[src/rtl/cache_pkg.sv]
// Shared types and address helpers for the two-way set-associative cache.
// The field extractor is generic so the cache modules keep their widths as parameters.
package cache_pkg;

    typedef enum logic [1:0] {
        S_IDLE  = 2'd0,
        S_WB    = 2'd1,
        S_FETCH = 2'd2
    } state_t;

    function automatic int log2c(input int n);
        return $clog2(n);
    endfunction

    // Returns the bit field [lsb +: width] of a word address.
    function automatic logic [31:0] addr_field(input logic [31:0] addr, input int lsb,
                                               input int width);
        return (addr >> lsb) & ((32'd1 << width) - 32'd1);
    endfunction

endpackage

[src/rtl/cache_way.sv]
// One cache way: valid/dirty/tag/data per set, with combinational lookup and
// clocked word-write, block-fill and dirty-clear ports (all at the same set index).
module cache_way
    import cache_pkg::*;
#(
    parameter int DATA_W = 8,
    parameter int WORDS  = 2,
    parameter int SETS   = 2,
    parameter int TAG_W  = 3,
    localparam int WB    = log2c(WORDS),
    localparam int IB    = log2c(SETS),
    localparam int BLK_W = DATA_W * WORDS
) (
    input  logic              clk,
    input  logic              reset,
    input  logic [IB-1:0]     idx,
    input  logic [WB-1:0]     word,
    input  logic [TAG_W-1:0]  look_tag,
    output logic              hit,
    output logic [DATA_W-1:0] rd_word,
    output logic              line_valid,
    output logic              line_dirty,
    output logic [TAG_W-1:0]  line_tag,
    output logic [BLK_W-1:0]  line_blk,
    input  logic              wr_en,
    input  logic [DATA_W-1:0] wr_data,
    input  logic              fill_en,
    input  logic [TAG_W-1:0]  fill_tag,
    input  logic [BLK_W-1:0]  fill_blk,
    input  logic              clr_dirty
);

    logic [SETS-1:0]  valid;
    logic [SETS-1:0]  dirty;
    logic [TAG_W-1:0] tags [SETS];
    logic [BLK_W-1:0] data [SETS];

    assign line_valid = valid[idx];
    assign line_dirty = dirty[idx];
    assign line_tag   = tags[idx];
    assign line_blk   = data[idx];
    assign hit        = line_valid && (line_tag == look_tag);
    assign rd_word    = line_blk[word*DATA_W +: DATA_W];

    always_ff @(posedge clk) begin
        if (reset) begin
            valid <= '0;
            dirty <= '0;
        end else if (fill_en) begin
            valid[idx] <= 1'b1;
            dirty[idx] <= 1'b0;
        end else if (wr_en) begin
            dirty[idx] <= 1'b1;
        end else if (clr_dirty) begin
            dirty[idx] <= 1'b0;
        end
    end

    // Tag and data arrays carry no reset; a write landing in a reset cycle is dropped.
    always_ff @(posedge clk) begin
        if (!reset) begin
            if (fill_en) begin
                tags[idx] <= fill_tag;
                data[idx] <= fill_blk;
            end else if (wr_en) begin
                data[idx][word*DATA_W +: DATA_W] <= wr_data;
            end
        end
    end

endmodule

[src/rtl/cache_2way.sv]
// Two-way set-associative write-back, write-allocate cache controller with
// true-LRU per set. Hits finish in the request cycle; misses write back then fetch.
//
//   state   | meaning
//   S_IDLE  | serve hits; on a miss pick and register the victim and block address
//   S_WB    | write the dirty victim block to memory until bus_done
//   S_FETCH | read the requested block into the victim until bus_done
module cache_2way
    import cache_pkg::*;
#(
    parameter int DATA_W = 8,
    parameter int WORDS  = 2,
    parameter int SETS   = 2,
    parameter int ADDR_W = 6,
    localparam int WB    = log2c(WORDS),
    localparam int IB    = log2c(SETS),
    localparam int TAG_W = ADDR_W - IB - WB,
    localparam int BA_W  = ADDR_W - WB,
    localparam int BLK_W = DATA_W * WORDS
) (
    input  logic              clk,
    input  logic              reset,
    input  logic [DATA_W-1:0] pr_din,
    output logic [DATA_W-1:0] pr_dout,
    input  logic [ADDR_W-1:0] pr_addr,
    input  logic              pr_rd,
    input  logic              pr_wr,
    output logic              pr_done,
    input  logic [BLK_W-1:0]  bus_din,
    output logic [BLK_W-1:0]  bus_dout,
    input  logic              bus_done,
    output logic              bus_rd,
    output logic              bus_wr,
    output logic [BA_W-1:0]   bus_addr
);

    state_t           state, state_nx;
    logic             victim, victim_nx;
    logic [BA_W-1:0]  miss_ba, miss_ba_nx;
    logic [SETS-1:0]  lru, lru_nx;

    logic [WB-1:0]    pr_word;
    logic [IB-1:0]    pr_index;
    logic [TAG_W-1:0] pr_tag;
    logic [IB-1:0]    cur_index;
    logic             req, hit_way, vsel;

    logic [1:0]        hit, line_valid, line_dirty, wr_en, fill_en, clr_dirty;
    logic [DATA_W-1:0] rd_word  [2];
    logic [TAG_W-1:0]  line_tag [2];
    logic [BLK_W-1:0]  line_blk [2];

    assign pr_word  = WB'(addr_field(32'(pr_addr), 0, WB));
    assign pr_index = IB'(addr_field(32'(pr_addr), WB, IB));
    assign pr_tag   = TAG_W'(addr_field(32'(pr_addr), WB + IB, TAG_W));

    // During a miss the ways are addressed from the registered block address so the
    // bus side never depends combinationally on the processor inputs.
    assign cur_index = (state == S_IDLE) ? pr_index : miss_ba[IB-1:0];

    for (genvar w = 0; w < 2; w++) begin : g_way
        cache_way #(
            .DATA_W(DATA_W),
            .WORDS (WORDS),
            .SETS  (SETS),
            .TAG_W (TAG_W)
        ) u_way (
            .clk       (clk),
            .reset     (reset),
            .idx       (cur_index),
            .word      (pr_word),
            .look_tag  (pr_tag),
            .hit       (hit[w]),
            .rd_word   (rd_word[w]),
            .line_valid(line_valid[w]),
            .line_dirty(line_dirty[w]),
            .line_tag  (line_tag[w]),
            .line_blk  (line_blk[w]),
            .wr_en     (wr_en[w]),
            .wr_data   (pr_din),
            .fill_en   (fill_en[w]),
            .fill_tag  (miss_ba[BA_W-1:IB]),
            .fill_blk  (bus_din),
            .clr_dirty (clr_dirty[w])
        );
    end

    always_ff @(posedge clk) begin
        if (reset) begin
            state   <= S_IDLE;
            victim  <= 1'b0;
            miss_ba <= '0;
            lru     <= '0;
        end else begin
            state   <= state_nx;
            victim  <= victim_nx;
            miss_ba <= miss_ba_nx;
            lru     <= lru_nx;
        end
    end

    always_comb begin
        state_nx   = state;
        victim_nx  = victim;
        miss_ba_nx = miss_ba;
        lru_nx     = lru;
        pr_done    = 1'b0;
        pr_dout    = '0;
        wr_en      = '0;
        fill_en    = '0;
        clr_dirty  = '0;
        bus_rd     = 1'b0;
        bus_wr     = 1'b0;
        bus_addr   = '0;
        bus_dout   = '0;
        req        = pr_rd | pr_wr;
        hit_way    = hit[1];
        vsel       = 1'b0;

        case (state)
            S_IDLE: begin
                if (req && (|hit)) begin
                    pr_done            = 1'b1;
                    pr_dout            = rd_word[hit_way];
                    wr_en[hit_way]     = pr_wr;
                    lru_nx[cur_index]  = ~hit_way;
                end else if (req) begin
                    if (!line_valid[0])      vsel = 1'b0;
                    else if (!line_valid[1]) vsel = 1'b1;
                    else                     vsel = lru[cur_index];
                    victim_nx  = vsel;
                    miss_ba_nx = pr_addr[ADDR_W-1:WB];
                    state_nx   = (line_valid[vsel] && line_dirty[vsel]) ? S_WB : S_FETCH;
                end
            end
            S_WB: begin
                bus_wr   = 1'b1;
                bus_addr = {line_tag[victim], cur_index};
                bus_dout = line_blk[victim];
                if (bus_done) begin
                    clr_dirty[victim] = 1'b1;
                    state_nx          = S_FETCH;
                end
            end
            S_FETCH: begin
                bus_rd   = 1'b1;
                bus_addr = miss_ba;
                if (bus_done) begin
                    fill_en[victim]   = 1'b1;
                    lru_nx[cur_index] = ~victim;
                    state_nx          = S_IDLE;
                end
            end
            default: state_nx = S_IDLE;
        endcase
    end

endmodule

[config.mk]
export PLATFORM = sky130hd
export DESIGN_NAME = cache_2way
export DESIGN_NICKNAME = d
export VERILOG_FILES = /design/src/rtl/cache_pkg.sv /design/src/rtl/cache_way.sv /design/src/rtl/cache_2way.sv
export SDC_FILE = /design/constraint.sdc
export NUM_CORES = 1
export LEC_CHECK = 0
export ABC_AREA = 1
export BUFFER_PORTS_ARGS = -buffer_cell sky130_fd_sc_hd__buf_4
export CAP_MARGIN = 0
export CORE_UTILIZATION = 62
export CTS_CLUSTER_DIAMETER = 100
export DETAILED_ROUTE_END_ITERATION = 8
export GPL_TIMING_DRIVEN = 0
export PLACE_DENSITY = 0.85
export SYNTH_ARGS = -nofsm -noshare
export SYNTH_HDL_FRONTEND = slang
export SYNTH_SLANG_ARGS = --single-unit
[constraint.sdc]
create_clock -name clk -period 7.1 [get_ports clk]
set_clock_uncertainty 0.2 [all_clocks]
set_input_delay 1.065 -clock clk [delete_from_list [all_inputs] [get_ports clk]]
set_output_delay 1.065 -clock clk [all_outputs]
set_load 0.1 [all_outputs]
==> reports/summary.log, run 1 <==
INFO  critical_path  timing.critical_path.arrival=3.62ns
INFO  final_layout   syn2layout_area_growth=16.2%
INFO  placement      post-place-cells=769
INFO  die            die-area=8590squm
INFO  logic_synthesis synth_most_common_cell=sky130_fd_sc_hd__nand2_1
INFO  critical_path  regToRegEndpoint=g_way[1].u_way.data[1][15]
INFO  timing         setup-violations-final=0
INFO  drt            route.detailed.vias_per_inst=6.11
INFO  worst_hold_path hold_class=reg2reg
INFO  die            die_x=92.7microns
INFO  grt            grt.total_usage=35.4%
INFO  grt            grt_start_max_net_pins=17
INFO  timing         worst_slack=2.22ns
INFO  run            drv.max_cap_violation_count=0
INFO  critical_path  setup.reg_to_reg.worst_slack=3.17ns
INFO  clocking       cts.htree.levels=3
INFO  logic_synthesis syn-num-nets=641
INFO  logic_synthesis edff_count_synth=80
INFO  clocking       gates_resized_cts_repair=0
INFO  critical_path  crit_slowest_cell=sky130_fd_sc_hd__clkbuf_1
INFO  drt            detail_route.wirelength=14500microns
INFO  final_layout   filler_cell_count=579
INFO  timing         final-max-slew-violation-count=0
INFO  worst_hold_path worst_hold_startpoint=g_way[0].u_way.valid[1]
INFO  timing         timing.fmax=205MHz
INFO  logic_synthesis synth-seq-cells=98
INFO  placement      port_buffers=64
INFO  clocking       holdBufCountCts=0
INFO  clocking       ctsRootBufferMaster=sky130_fd_sc_hd__clkbuf_8
INFO  final_layout   final-instance-count-excl-fill=785
INFO  clocking       cts.sinks=98
INFO  timing         max_slew.worst_pin.slew=1.06ns
INFO  logic_synthesis synth-warning-count=0
INFO  drt            wl_per_cell=18.5microns
INFO  critical_path  setup.worst_path.end_class=primary output
INFO  die            floorplan.die.height=92.7microns
INFO  logic_synthesis netlist.top_cell.by_area=sky130_fd_sc_hd__edfxtp_1
INFO  drt            vias=4796
INFO  timing         unrepaired_setup_endpoints_after_global_routing=no
INFO  status         run_status=finished clean
INFO  die            fp-row-count=32
INFO  critical_path  worstReg2RegStart=state[1]
INFO  grt            grt_pass1_vias=4537
INFO  power_and_ir_drop p_per_area=277nW/um^2
INFO  logic_synthesis synth.top_cells.by_count=sky130_fd_sc_hd__nand2_1 (209), sky130_fd_sc_hd__edfxtp_1 (80), sky130_fd_sc_hd__inv_1 (41), sky130_fd_sc_hd__nand3_1 (41), sky130_fd_sc_hd__o21ai_0 (38)
INFO  grt            global_route_wire_length_before_repair=22700microns
INFO  final_layout   final_core_util=75.5%
INFO  die            floorplan.core_area=7850squm
INFO  logic_synthesis synth_cells=603
INFO  grt            global_route.overflow_total=0
INFO  placement      hpwlAfterDp=10100microns
INFO  logic_synthesis netlist_area=5100squm
INFO  critical_path  critPathMaxStageDelay=0.52ns
INFO  worst_hold_path whs_path_depth=2
INFO  drt            drt_pass1_iterations=7
INFO  final_layout   post_route_cells_drive_above_1_share=14.9%
INFO  clocking       number_of_buffers_created_by_cts=9
INFO  timing         fin_setup_tns=0ns
INFO  logic_synthesis synth.distinct_cells=29
INFO  critical_path  crit_chain=inv_1 -> ha_1 -> inv_2 -> nand2_2 -> nand2_2 -> buf_6 -> buf_6 -> clkbuf_1 -> clkbuf_1 -> nand2_1 -> nand2_1 -> o21ai_0 -> a21oi_1 -> buf_4
INFO  critical_path  timing.critical_path.max_delay_family=buffers and inverters
INFO  power_and_ir_drop vdd_ir_drop_max=0.134mV
INFO  final_layout   layout.nets=716
INFO  grt            grt_antenna_before_repair=0
INFO  timing         timing.final.crit_period=4.88ns
INFO  clocking       cts.reportedPaths.clkPinSlew=0.10ns
INFO  logic_synthesis ys_async_sr_fraction=0%
INFO  critical_path  timing.critical_path.from_type=register
INFO  critical_path  critPathRequiredTime=5.83ns
INFO  clocking       clock_path_buffers=2
INFO  drt            dr_iter_0_viols=486
INFO  placement      globalplace.congestion=0.883
INFO  final_layout   insertedDiodeCount=0
INFO  logic_synthesis post_synth_main_area_contributors=sky130_fd_sc_hd__edfxtp_1 (47%), sky130_fd_sc_hd__nand2_1 (15%), sky130_fd_sc_hd__dfxtp_1 (7.1%)
INFO  clocking       post_cts.repair.setup_buffers=0
INFO  clocking       clock_insertion_delay_at_the_later_pin_of_the_skew_report=0.37ns
INFO  power_and_ir_drop totalPowerFinal=1.64mW
INFO  timing         max-slew-margin-rel=29.6%
INFO  placement      dpl_worst_slack=2.36ns
INFO  die            initial_core_util=65.0%
INFO  logic_synthesis postSynthAreaPerCell=8.46squm
INFO  critical_path  number_of_buffer_and_inverter_stages_on_the_critical_path=7
INFO  logic_synthesis yosysSeqAreaShare=54.2%
INFO  power_and_ir_drop p_leak=2.51nW
INFO  worst_hold_path hold_path_end=g_way[0].u_way.valid[1]
INFO  logic_synthesis ys_dominant_reg_cell=sky130_fd_sc_hd__edfxtp_1
INFO  timing         timing.final.hold_violations=0
INFO  critical_path  worst-r2r-cell-count=18
INFO  critical_path  critPathMaxFanout=10
INFO  timing         finalCritPeriodShare=68.8%
INFO  drt            drc_errors=0
INFO  die            io_pins=67
INFO  critical_path  worst-setup-path-type=reg2out
INFO  drt            route.antenna.remaining_nets=0
INFO  logic_synthesis synth_top_cell_area_share=47.1%
INFO  clocking       clock_tree_from_tritoncts=yes
## worst register-to-register path: cells and delay by family (launching register included)
family                     cells  cell delay (ns)
AOI/OAI and AO/OA              1             0.81
buffers and inverters          5             0.75
adders and majority gates      1             0.29
and+or+nand+nor               11             1.16
DFF                            1             0.33
## per-stage QoR
step                      hold WS (ns)  area [sq um]
after floorplan                  0.229          5100
after global placement           0.250          5710
after detailed placement         0.255          5710
after CTS                        0.276          5930
after global routing             0.297          5930
final                            0.276          5930
## cells by family after synthesis
logic type | share of synthesized area [%]
adders and majority gates | 0.736
buffers and inverters | 6.60
AOI/OAI and AO/OA | 14.6
and+or+nand+nor | 23.9
DFF | 54.2
## sequential cells by signal, indices dropped and copies added, names as in the netlist, named ones only
| register | flops |
|---|---|
| g_way.u_way.data | 64 |
| g_way.u_way.tags | 16 |
| g_way.u_way.valid | 4 |
| lru | 2 |
| miss_ba | 5 |
| state | 2 |
| victim | 1 |
## layer usage
metal	wire [microns]	global-route usage [%]	up-vias	part of all wire (%)
li1	-	-	2214	-
met2	7190	59.4	324	49
met4	668	17.2	0	4.6
met1	5170	43.1	2196	36
met3	1510	7.96	62	10
met5	0	0	-	0
## worst max path at each step
| stage | start | end | slack (ns) | cells after the start |
|---|---|---|---|---|
| floorplan | pr_addr[1] | pr_dout[3] | 2.05 | 10 |
| global placement | pr_addr[1] | pr_dout[3] | 2.39 | 12 |
| detailed placement | pr_addr[1] | pr_dout[4] | 2.36 | 12 |
| CTS | state[1] | pr_dout[4] | 2.30 | 14 |
| global route | state[0] | pr_dout[7] | 1.98 | 14 |
| finish | state[1] | pr_dout[2] | 2.22 | 14 |
## cells in the final DEF (no fill, tap or decap), types with 18 or more instances in the layout
master / n
sky130_fd_sc_hd__o21ai_0: 38
sky130_fd_sc_hd__nand3_1: 41
sky130_fd_sc_hd__a31oi_1: 24
sky130_fd_sc_hd__buf_4: 65
sky130_fd_sc_hd__o21ai_1: 33
sky130_fd_sc_hd__a21oi_1: 27
sky130_fd_sc_hd__clkbuf_1: 21
sky130_fd_sc_hd__inv_1: 41
sky130_fd_sc_hd__dfxtp_1: 18
sky130_fd_sc_hd__edfxtp_1: 80
sky130_fd_sc_hd__nand2_1: 209
sky130_fd_sc_hd__nor2_1: 23
## report_power, final
group | total, mW | switching [mW] | internal [mW] | leakage [nW]
clock | 0.401 | 0.201 | 0.200 | 0.107
combinational | 0.569 | 0.434 | 0.135 | 1.54
sequential | 0.672 | 0.0166 | 0.655 | 0.871
total | 1.64 | 0.652 | 0.991 | 2.51
## area by class of cell
cell class              instances  area [sq um]  area share, %
plain buffers                  32           171           2.89
clock buffers                  10           128           2.15
clock inverters                 6          90.1           1.52
inverters                      44           165           2.79
multi-input cells             429          2000           33.8
flip-flops and latches         98          2760           46.6
well taps                     102           128           2.15
repair buffers                 64           480           8.11
No activity file was read; power rests on OpenSTA's default activity.
==> inputs of run 2 (changes only) <==
--- a/config.mk
+++ b/config.mk
@@ -5,14 +5,14 @@
 export SDC_FILE = /design/constraint.sdc
 export NUM_CORES = 1
 export LEC_CHECK = 0
-export ABC_AREA = 1
+export ABC_AREA = 0
 export BUFFER_PORTS_ARGS = -buffer_cell sky130_fd_sc_hd__buf_4
 export CAP_MARGIN = 0
-export CORE_UTILIZATION = 62
+export CORE_UTILIZATION = 53
 export CTS_CLUSTER_DIAMETER = 100
 export DETAILED_ROUTE_END_ITERATION = 8
 export GPL_TIMING_DRIVEN = 0
-export PLACE_DENSITY = 0.85
+export PLACE_DENSITY = 0.77
 export SYNTH_ARGS = -nofsm -noshare
 export SYNTH_HDL_FRONTEND = slang
 export SYNTH_SLANG_ARGS = --single-unit
==> constraint.sdc (replaced) <==
create_clock -name clk -period 4.3 [get_ports clk]
set_clock_uncertainty 0.2 [all_clocks]
set_input_delay 0.645 -clock clk [delete_from_list [all_inputs] [get_ports clk]]
set_output_delay 0.645 -clock clk [all_outputs]
set_load 0.1 [all_outputs]
==> run 2 against run 1 <==
Power grew 30%. Combinational power shrank 24%. Routed wire length shrank 2.4%. Count of clock-buffer cells in the layout shrank 1. Critical endpoint is now pr_dout[3].
==> reports/summary.log, run 2 <==
INFO  run            drv.max_cap_violation_count=0
INFO  drt            detail_route.wirelength=14200microns
INFO  final_layout   largest-register=g_way.u_way.data
INFO  grt            grt_pass1_vias=3966
INFO  power_and_ir_drop p_seq_share=50.0%
INFO  final_layout   syn2layout_area_growth=21.0%
INFO  timing         finalCritPeriodShare=97.9%
INFO  clocking       holdBufCountCts=0
INFO  die            initial_core_util=54.3%
INFO  grt            grt_antenna_before_repair=0
INFO  final_layout   layout.nets=543
INFO  clocking       clock_tree_from_tritoncts=yes
INFO  power_and_ir_drop combinationalPowerShare=20.3%
INFO  final_layout   post_route_cells_drive_above_1_share=33.1%
INFO  die            floorplan.core_area=9730squm
INFO  grt            met3_usage=4.24%
INFO  logic_synthesis ys_async_sr_fraction=0%
INFO  status         run_status=finished clean
INFO  grt            global_route.overflow_total=0
INFO  logic_synthesis netlist_area=5280squm
INFO  clocking       cts.htree.levels=3
INFO  placement      hpwlAfterDp=9890microns
INFO  power_and_ir_drop proportion_of_total_power_due_to_net_switching=29.7%
INFO  timing         worst_slack=0.0883ns
INFO  final_layout   largest_register_ff_count=64
INFO  final_layout   final_core_util=65.7%
INFO  logic_synthesis postSynthAreaPerCell=12.4squm
INFO  timing         final-max-slew-violation-count=0
INFO  logic_synthesis edff_count_synth=80
INFO  grt            grt.total_usage=28.9%
INFO  grt            grt_start_max_net_pins=19
INFO  power_and_ir_drop power.switching=0.636mW
INFO  critical_path  setup.worst_path.end_class=primary output
INFO  drt            drt_pass1_iterations=5
INFO  placement      post-place-cells=622
INFO  timing         max-slew-margin-rel=29.4%
INFO  final_layout   layout.cells.most_common_list=sky130_fd_sc_hd__edfxtp_1 (80), sky130_fd_sc_hd__buf_4 (65), sky130_fd_sc_hd__mux2i_1 (34)
INFO  final_layout   mostFrequentLayoutCell=sky130_fd_sc_hd__edfxtp_1
INFO  logic_synthesis synth.distinct_cells=48
INFO  drt            wl_per_cell=22.1microns
INFO  logic_synthesis ys_dominant_reg_cell=sky130_fd_sc_hd__edfxtp_1
INFO  logic_synthesis synth.top_cells.by_count=sky130_fd_sc_hd__edfxtp_1 (80), sky130_fd_sc_hd__mux2i_1 (35), sky130_fd_sc_hd__nor2_1 (34)
INFO  clocking       cts.sinks=98
INFO  timing         setup-violations-final=0
INFO  logic_synthesis synth-seq-cells=98
INFO  die            die_x=102microns
INFO  drt            drc_errors=0
INFO  timing         timing.fmax=237MHz
INFO  power_and_ir_drop clock_power_share=29.7%
INFO  logic_synthesis synth_cells=425
INFO  power_and_ir_drop p_leak=2.42nW
INFO  logic_synthesis post_synth_main_area_contributors=sky130_fd_sc_hd__edfxtp_1 (45%), sky130_fd_sc_hd__mux4_2 (7.2%), sky130_fd_sc_hd__dfxtp_1 (6.8%)
INFO  timing         timing.final.hold_violations=0
INFO  grt            global_route_wire_length_before_repair=21600microns
INFO  grt            most_crowded_layer_gr=met2
INFO  logic_synthesis syn-num-nets=463
INFO  critical_path  timing.critical_path.from_type=register
INFO  timing         timing.final.crit_period=4.21ns
INFO  die            die-area=10400squm
INFO  final_layout   top_regs=g_way.u_way.data x64, g_way.u_way.tags x16, miss_ba x5
INFO  drt            dr_iter_0_viols=249
INFO  grt            gr-usage-met1=37.5%
INFO  drt            route.detailed.vias_per_inst=6.23
INFO  logic_synthesis synth-warning-count=0
INFO  critical_path  timing.critical_path.arrival=3.37ns
INFO  placement      dpl_worst_slack=-0.221ns
INFO  drt            route.antenna.remaining_nets=0
INFO  critical_path  worst-setup-path-type=reg2out
INFO  logic_synthesis synth_top_cell_area_share=45.5%
INFO  final_layout   insertedDiodeCount=0
INFO  clocking       number_of_buffers_created_by_cts=9
INFO  power_and_ir_drop power_report.internal_total=1.51mW
INFO  worst_hold_path hold_class=reg2reg
INFO  clocking       cts.reportedPaths.clkPinSlew=0.10ns
INFO  logic_synthesis netlist.top_cell.by_area=sky130_fd_sc_hd__edfxtp_1
INFO  power_and_ir_drop vdd_ir_drop_max=0.196mV
INFO  critical_path  critPathRequiredTime=3.45ns
INFO  clocking       clock_insertion_delay_at_the_later_pin_of_the_skew_report=0.38ns
INFO  timing         max_slew.worst_pin.slew=1.06ns
INFO  drt            vias=4004
INFO  placement      globalplace.congestion=0.903
INFO  final_layout   final-instance-count-excl-fill=643
INFO  clocking       clock_path_buffers=2
INFO  clocking       ctsRootBufferMaster=sky130_fd_sc_hd__clkbuf_8
INFO  placement      port_buffers=64
INFO  grt            grt_use_met2=48.6%
INFO  logic_synthesis yosysSeqAreaShare=52.3%
INFO  critical_path  critPathMaxFanout=10
INFO  critical_path  setup.reg_to_reg.worst_slack=0.18ns
INFO  power_and_ir_drop p_per_area=335nW/um^2
INFO  die            io_pins=67
INFO  die            floorplan.die.height=102microns
INFO  timing         worst_hold_slack=0.285ns
INFO  logic_synthesis synth_most_common_cell=sky130_fd_sc_hd__edfxtp_1
INFO  die            fp-row-count=36
-- run 2: cell types whose count changed in the layout (fill, tap and decap cells not counted), moves of 9 or more --
cell	change
sky130_fd_sc_hd__mux4_2	+17
sky130_fd_sc_hd__and2_1	+16
sky130_fd_sc_hd__nor2_1	+9
sky130_fd_sc_hd__o21ai_1	-32
sky130_fd_sc_hd__nand2_1	-185
sky130_fd_sc_hd__nor2b_1	+9
sky130_fd_sc_hd__mux2_2	+31
sky130_fd_sc_hd__nand3_1	-34
sky130_fd_sc_hd__mux2i_1	+34
sky130_fd_sc_hd__a21oi_1	-14
sky130_fd_sc_hd__o21ai_0	-25
sky130_fd_sc_hd__inv_1	-26
sky130_fd_sc_hd__clkbuf_1	-12
sky130_fd_sc_hd__a31oi_1	-19
-- run 2: through the flow --
step	power [mW]	cell area [sq um]	setup TNS (ns)
finish	2.14	6390	0
global route	2.21	6390	-0.00417
CTS	2.13	6340	-0.00231
detailed placement	1.50	6020	-0.529
global placement	1.49	6020	-0.159
floorplan	1.38	5370	-0.187
-- run 2: layout make-up --
class | instances | area [sq um]
Timing Repair Buffer | 71 | 616
Fill cell | 743 | 3340
Clock inverter | 7 | 86.3
Sequential cell | 98 | 2770
Inverter | 15 | 56.3
Clock buffer | 9 | 124
Tap cell | 133 | 166
Buffer | 23 | 123
Multi-Input combinational cell | 287 | 2450
-- run 2: critical path, stage by stage, from the launching register on --
cell and delay, ns:
sky130_fd_sc_hd__dfxtp_2 0.34, sky130_fd_sc_hd__inv_1 0.05, sky130_fd_sc_hd__ha_1 0.20, sky130_fd_sc_hd__buf_6 0.14, sky130_fd_sc_hd__mux2_4 0.37, sky130_fd_sc_hd__mux2i_2 0.23
sky130_fd_sc_hd__xor2_1 0.20, sky130_fd_sc_hd__nand4_2 0.21, sky130_fd_sc_hd__buf_8 0.21, sky130_fd_sc_hd__buf_4 0.17, sky130_fd_sc_hd__mux2i_1 0.16, sky130_fd_sc_hd__a22o_1 0.28
sky130_fd_sc_hd__a211oi_4 0.22, sky130_fd_sc_hd__buf_12 0.21
-- run 2: path summary, 6_finish.rpt --
check	start	end	cells after the start
worst min register to register	register	register	2
worst max register to register	state[0]	g_way[1].u_way.data[0][1]	11
worst min-delay path	register	register	2
worst max-delay path	state[0]	pr_dout[3]	13
-- run 2: power groups by stage --
| stage | sequential, mW | clock, mW | combinational (mW) |
|---|---|---|---|
| after floorplan | 1.09 | 0 | 0.295 |
| after global placement | 1.09 | 0 | 0.400 |
| after detailed placement | 1.09 | 0 | 0.409 |
| after CTS | 1.07 | 0.637 | 0.422 |
| after global routing | 1.07 | 0.675 | 0.463 |
| final | 1.07 | 0.636 | 0.434 |
-- run 2: cell families (layout without fill, tap and decap cells) --
logic type / count (synthesis) / after routing / share of synthesized area (%)
muxes: 86 / 86 / 21.2
DFF: 98 / 98 / 52.3
and+or+nand+nor: 113 / 113 / 11.2
buffers and inverters: 40 / 125 / 3.27
adders and majority gates: 3 / 3 / 0.711
AOI/OAI and AO/OA: 80 / 80 / 10.5
xor gates and xnor gates: 5 / 5 / 0.829
-- run 2: timing repair --
item | CTS | global route
cloned | 0 | 0
pin swaps | 8 | 7
setup buffers | 1 | 6
endpoints found under the hold margin | 0 | 0
setup endpoints to repair | 20 | 50
resized for setup | 30 | 12
-- run 2: metal layers --
layer  vias to the layer above  wire, microns
met5                         -              0
met4                         0            372
met3                        31            968
met2                       203           7220
met1                      1999           5620
li1                       1771              -
